<file path="src/rtl/acc9_pkg.sv">
// Shared widths and FSM state type for the 9-bit delta integrator.
package acc9_pkg;

    localparam int ACC_W    = 9;
    localparam int SUM_W    = 11;
    localparam int SATCNT_W = 8;

    typedef enum logic {
        EMPTY = 1'b0,
        FULL  = 1'b1
    } state_e;

endpackage

</file>
<file path="src/rtl/acc9_clamp.sv">
// Combinational clamp of an 11-bit signed sum into the unsigned range [min_val, max_val],
// with flags telling which bound was hit.
module acc9_clamp
    import acc9_pkg::*;
(
    input  logic signed [SUM_W-1:0] sum,
    input  logic        [ACC_W-1:0] min_val,
    input  logic        [ACC_W-1:0] max_val,
    output logic        [ACC_W-1:0] result,
    output logic                    hi,
    output logic                    lo
);

    logic signed [SUM_W-1:0] min_s;
    logic signed [SUM_W-1:0] max_s;

    assign min_s = $signed({2'b00, min_val});
    assign max_s = $signed({2'b00, max_val});

    always_comb begin
        result = sum[ACC_W-1:0];
        hi     = 1'b0;
        lo     = 1'b0;
        if (sum > max_s) begin
            result = max_val;
            hi     = 1'b1;
        end else if (sum < min_s) begin
            result = min_val;
            lo     = 1'b1;
        end
    end

endmodule

</file>
<file path="src/rtl/acc9_integrator.sv">
// Integrates signed 9-bit deltas into a clamped unsigned 9-bit command with valid/ready on both sides.
// Define ACC9_WRAP_EN for modulo-512 delta updates (sat_cnt then counts wrap events).
module acc9_integrator
    import acc9_pkg::*;
#(
    parameter logic [ACC_W-1:0] MIN_VAL  = 9'd0,
    parameter logic [ACC_W-1:0] MAX_VAL  = 9'd511,
    parameter logic [ACC_W-1:0] INIT_VAL = 9'd0
) (
    input  logic                       clk,
    input  logic                       rst_n,
    input  logic signed [ACC_W-1:0]    delta,
    input  logic                       in_valid,
    output logic                       in_ready,
    input  logic                       load,
    input  logic        [ACC_W-1:0]    load_val,
    output logic        [ACC_W-1:0]    acc_out,
    output logic                       out_valid,
    input  logic                       out_ready,
    output logic                       sat_hi,
    output logic                       sat_lo,
    output logic        [SATCNT_W-1:0] sat_cnt
);

    state_e                 state_q, state_d;
    logic [ACC_W-1:0]       acc_q, acc_d;
    logic                   sat_hi_q, sat_hi_d;
    logic                   sat_lo_q, sat_lo_d;
    logic [SATCNT_W-1:0]    sat_cnt_q, sat_cnt_d;

    logic                   accept;
    logic                   produce;
    logic signed [SUM_W-1:0] sum;
    logic signed [SUM_W-1:0] load_sum;
    logic [ACC_W-1:0]       ld_res;
    logic                   ld_hi, ld_lo;

    function automatic logic [SATCNT_W-1:0] sat_inc(input logic [SATCNT_W-1:0] c);
        return (c == {SATCNT_W{1'b1}}) ? c : c + SATCNT_W'(1);
    endfunction

    assign in_ready = (state_q == EMPTY) | out_ready;
    assign accept   = in_valid & in_ready;

    assign sum      = $signed({2'b00, acc_q}) + $signed({{2{delta[ACC_W-1]}}, delta});
    assign load_sum = $signed({2'b00, load_val});

    acc9_clamp u_load_clamp (
        .sum     (load_sum),
        .min_val (MIN_VAL),
        .max_val (MAX_VAL),
        .result  (ld_res),
        .hi      (ld_hi),
        .lo      (ld_lo)
    );

`ifdef ACC9_WRAP_EN
    logic wrapped;
    assign wrapped = (sum[SUM_W-1:ACC_W] != 2'b00);
`else
    logic [ACC_W-1:0] dlt_res;
    logic             dlt_hi, dlt_lo;

    acc9_clamp u_delta_clamp (
        .sum     (sum),
        .min_val (MIN_VAL),
        .max_val (MAX_VAL),
        .result  (dlt_res),
        .hi      (dlt_hi),
        .lo      (dlt_lo)
    );
`endif

    // A load wins over a same-cycle delta; the delta is still handshaken but dropped.
    always_comb begin
        acc_d     = acc_q;
        sat_hi_d  = sat_hi_q;
        sat_lo_d  = sat_lo_q;
        sat_cnt_d = sat_cnt_q;
        produce   = 1'b0;
        if (load) begin
            produce  = 1'b1;
            acc_d    = ld_res;
            sat_hi_d = ld_hi;
            sat_lo_d = ld_lo;
        end else if (accept) begin
            produce = 1'b1;
`ifdef ACC9_WRAP_EN
            acc_d    = sum[ACC_W-1:0];
            sat_hi_d = 1'b0;
            sat_lo_d = 1'b0;
            if (wrapped) begin
                sat_cnt_d = sat_inc(sat_cnt_q);
            end
`else
            acc_d    = dlt_res;
            sat_hi_d = dlt_hi;
            sat_lo_d = dlt_lo;
            if (dlt_hi | dlt_lo) begin
                sat_cnt_d = sat_inc(sat_cnt_q);
            end
`endif
        end
    end

    always_comb begin
        state_d = state_q;
        case (state_q)
            EMPTY:   if (produce) state_d = FULL;
            FULL:    if (out_ready && !produce) state_d = EMPTY;
            default: state_d = EMPTY;
        endcase
    end

    // Output register stage: result visible one edge after accept or load.
    always_ff @(posedge clk) begin
        if (!rst_n) begin
            state_q   <= EMPTY;
            acc_q     <= INIT_VAL;
            sat_hi_q  <= 1'b0;
            sat_lo_q  <= 1'b0;
            sat_cnt_q <= '0;
        end else begin
            state_q   <= state_d;
            acc_q     <= acc_d;
            sat_hi_q  <= sat_hi_d;
            sat_lo_q  <= sat_lo_d;
            sat_cnt_q <= sat_cnt_d;
        end
    end

    assign acc_out   = acc_q;
    assign out_valid = (state_q == FULL);
    assign sat_hi    = sat_hi_q;
    assign sat_lo    = sat_lo_q;
    assign sat_cnt   = sat_cnt_q;

endmodule

</file>
<file path="config.mk">
export PLATFORM = sky130hd
export DESIGN_NAME = acc9_integrator
export DESIGN_NICKNAME = d
export VERILOG_FILES = /design/src/rtl/acc9_pkg.sv /design/src/rtl/acc9_clamp.sv /design/src/rtl/acc9_integrator.sv
export SDC_FILE = /design/constraint.sdc
export NUM_CORES = 1
export LEC_CHECK = 0
export BUFFER_PORTS_ARGS = -buffer_cell sky130_fd_sc_hd__buf_2
export CORE_ASPECT_RATIO = 0.6
export CORE_MARGIN = 5
export CORE_UTILIZATION = 50
export CTS_BUF_LIST = sky130_fd_sc_hd__clkbuf_16
export DETAILED_ROUTE_END_ITERATION = 10
export PLACE_DENSITY_LB_ADDON = 0.3
export SLEW_MARGIN = 20
export SYNTH_ARGS = -nofsm -noshare
export SYNTH_HDL_FRONTEND = slang
export SYNTH_SLANG_ARGS = --single-unit
</file>
<file path="constraint.sdc">
create_clock -name clk -period 7.1 [get_ports clk]
set_input_delay 1.42 -clock clk [delete_from_list [all_inputs] [get_ports clk]]
set_output_delay 1.42 -clock clk [all_outputs]
set_load 0.005 [all_outputs]
</file>
==> results.md <==
* RSZ-0062 raised after global routing: false
* Initial antenna violation count at 0
* Clk_lat worst skew at 0.25 ns
* Status: complete, no violations
* Final period utilization at 50.2%
* Achievable Freq at 281 MHz
* Drt total wl at 4030 um
* Hold_buf cts at 0
* Synthesis-to-layout area growth at 21.0%
* Resize count post-CTS at 0
* Slew Viols, Final at 0
* PD cells at 189 nW/um2
* Most common cell after layout, fill and taps aside: buf_2
* Synthesis Warnings at 0
* Relative slew margins at 49.1%
* Pwr Total at 0.000323 W
* Min Clock Period, post-route at 3.56 ns
* CP Capture Type: flip-flop
* Post-synth EDFFs at 0
* Die X at 78.6 um
* Clock skew at 0.00206 ns
* Final setup violation count at 0
* # port buffers at 43
* Final ANT Viol Nets at 0
* Min Hold Slack at 0.506 ns
* Die Area at 4020 um2
* Design Area, Final at 1710 um2
* Placer's final routability congestion estimate at 0.841
* DRC Markers at 0
* Top cell family by delay on the critical path: simple AND/OR/NAND/NOR gates
* Startpoint types: input port
* Crit path kind: input port to flip-flop
* Diode count at 0
* First-pass GRT wire length at 6530 um
* Die height at 51.2 um
* Worst hold path class: flip-flop to flip-flop
* Grt met2 use at 33.5%
* Area occupied by multi-input gates at 955 um2
* DRT Pass-1 Iters at 5
* Number of global-route vias before repair at 1386
* Placed Area at 1630 um2
* Top post-synthesis cells by area: dfxtp_1, ha_1, a21oi_1
* Leak Pwr at 0.756 nW
* Syn Inst Count at 168
* #FFs+latches synth at 20
* Number of DRC markers in iteration 0 at 68
* DR vias at 1435
* Final Hold Fails at 0
* Clock transition at the registers of the reported paths at 0.06 ns
* WP buf/inv at 1
* Data required, critical path at 7.23 ns
* Finished Core Util at 65.9%
* FILL cells at 229
* Met1 Usage GRT at 26.7%
* Worst EP arrival at 3.70 ns
* Total gr overflow at 0
* Num CTS Buffers at 3
* H-tree Lvls at 1
* Vias per inst at 6.00
* MaxCap Viol Count at 0
* Site row count at 14
* Slowest-stage cell, CP: mux2i_2
* Largest net degree at the start of global routing at 25
* Worst-path maximum fanout at 13
* Top_reg_cell synth: dfxtp_1
* Slew @ Worst Pin at 0.758 ns
* M3 GR Usage at 7.54%
* Post-synth top area cell: dfxtp_1
* Mean post-synth cell area at 8.40 um2
* Critical path's largest stage delay at 0.53 ns
* Register area at 400 um2
* Final setup TNS at 0 ns
* Detailed Place HPWL at 3140 um
* Routed WL per cell at 16.9 um
* Mapped Area at 1410 um2
* Ports at 44
* Total GRT Usage at 20.7%
* FFs w/ async S/R, synth at 0%
* Syn_nets at 203
* Layout cells sized above 1 at 27.1%
* CTS root buffer: clkbuf_16
* Synth unique cells at 44
* Clk buf depth at 2
* GR peak layer: met2
* CP cell instances: buf_2, ha_1, fa_1, nand3_1, a211oi_2, or3_4, mux2i_2, nor2_1, mux2i_1
* # nets final at 244
* Core area at 2590 um2
* Postcts setup bufs at 0
* Share of the synthesized area in the top cell type at 28.4%
* Commonest non-fill, non-tap cells in the layout: buf_2, dfxtp_1, a21oi_1, nand2_1, nor2_1
* Post-synthesis sequential area ratio at 28.4%
* Maximum vdd drop at 0.000103 V
* Clk sinks at 20
* CTS tree: built
* Starting density of the core at 54.4%
per-stage QoR:
stage | std cells | setup WS, ns
global placement | 236 | 3.40
CTS | 239 | 3.58
detailed placement | 236 | 3.31
finish | 239 | 3.54
floorplan | 168 | 3.82
global route | 239 | 3.43
power by group:
part / total (W) / leakage, nW / switching [W] / internal [W]
clock: 0.000115 / 0.0370 / 0.0000410 / 0.0000743
combinational: 0.0000850 / 0.556 / 0.0000497 / 0.0000353
sequential: 0.000122 / 0.164 / 0.00000457 / 0.000118
area by class of cell:
type                    instances  share of cell area, %
repair buffers                 43                   12.6
multi-input cells             135                   55.9
flip-flops and latches         20                   23.4
well taps                      32                   2.34
clock buffers                   3                   4.40
inverters                       6                   1.32
path summary, 6_finish.rpt:
kind,from,to,slack (ns),depth (start not counted)
worst max-delay path,delta[0],sat_cnt[0],3.54,9
worst min-delay path,sat_lo,sat_lo,0.51,2
worst max register to register,acc_out[0],sat_cnt[0],4.48,8
worst min register to register,sat_lo,sat_lo,0.51,2
sequential cells by signal, summed over array words and instances (netlist names):
register	count
acc_out	9
sat_hi	1
sat_cnt	8
sat_lo	1
out_valid	1
layer usage:
layer / share of wire (%) / vias to the layer above
met5: 0 / -
met4: 0 / 0
met3: 7.4 / 0
met2: 46 / 55
met1: 47 / 676
li1: - / 704
kinds of logic (layout without fill, tap and decap cells):
kind of cell	Yosys count	count (layout)	synth area share [%]
and+or+nand+nor	50	50	17.3
DFF	20	20	28.4
AOI/OAI and AO/OA	62	62	31.8
buffers and inverters	13	52	3.99
xor gates and xnor gates	8	8	4.96
muxes	3	3	2.39
adders and majority gates	12	12	11.2
synth_stat cells, types with 2 or more instances:
| cell | n |
|---|---|
| a211o_1 | 3 |
| a211oi_1 | 4 |
| a211oi_2 | 2 |
| a21oi_1 | 19 |
| a21oi_2 | 2 |
| a22oi_1 | 5 |
| and3_1 | 2 |
| clkbuf_1 | 5 |
| dfxtp_1 | 20 |
| ha_1 | 11 |
| inv_1 | 6 |
| mux2i_1 | 2 |
| nand2_1 | 17 |
| nand2b_1 | 5 |
| nand3_1 | 2 |
| nor2_1 | 14 |
| o21a_1 | 2 |
| o21ai_0 | 9 |
| o31ai_1 | 5 |
| or4_1 | 3 |
| xnor2_1 | 3 |
| xor2_1 | 5 |
worst register-to-register path, delay by kind of cell, from the launching register on:
kind            cells  cell delay, ns
mux                 2            0.69
compound gates      1            0.12
fa+ha+maj           2            0.64
simple gates        3            0.74
flops               1            0.33
Power figures use the tool's default switching activity.
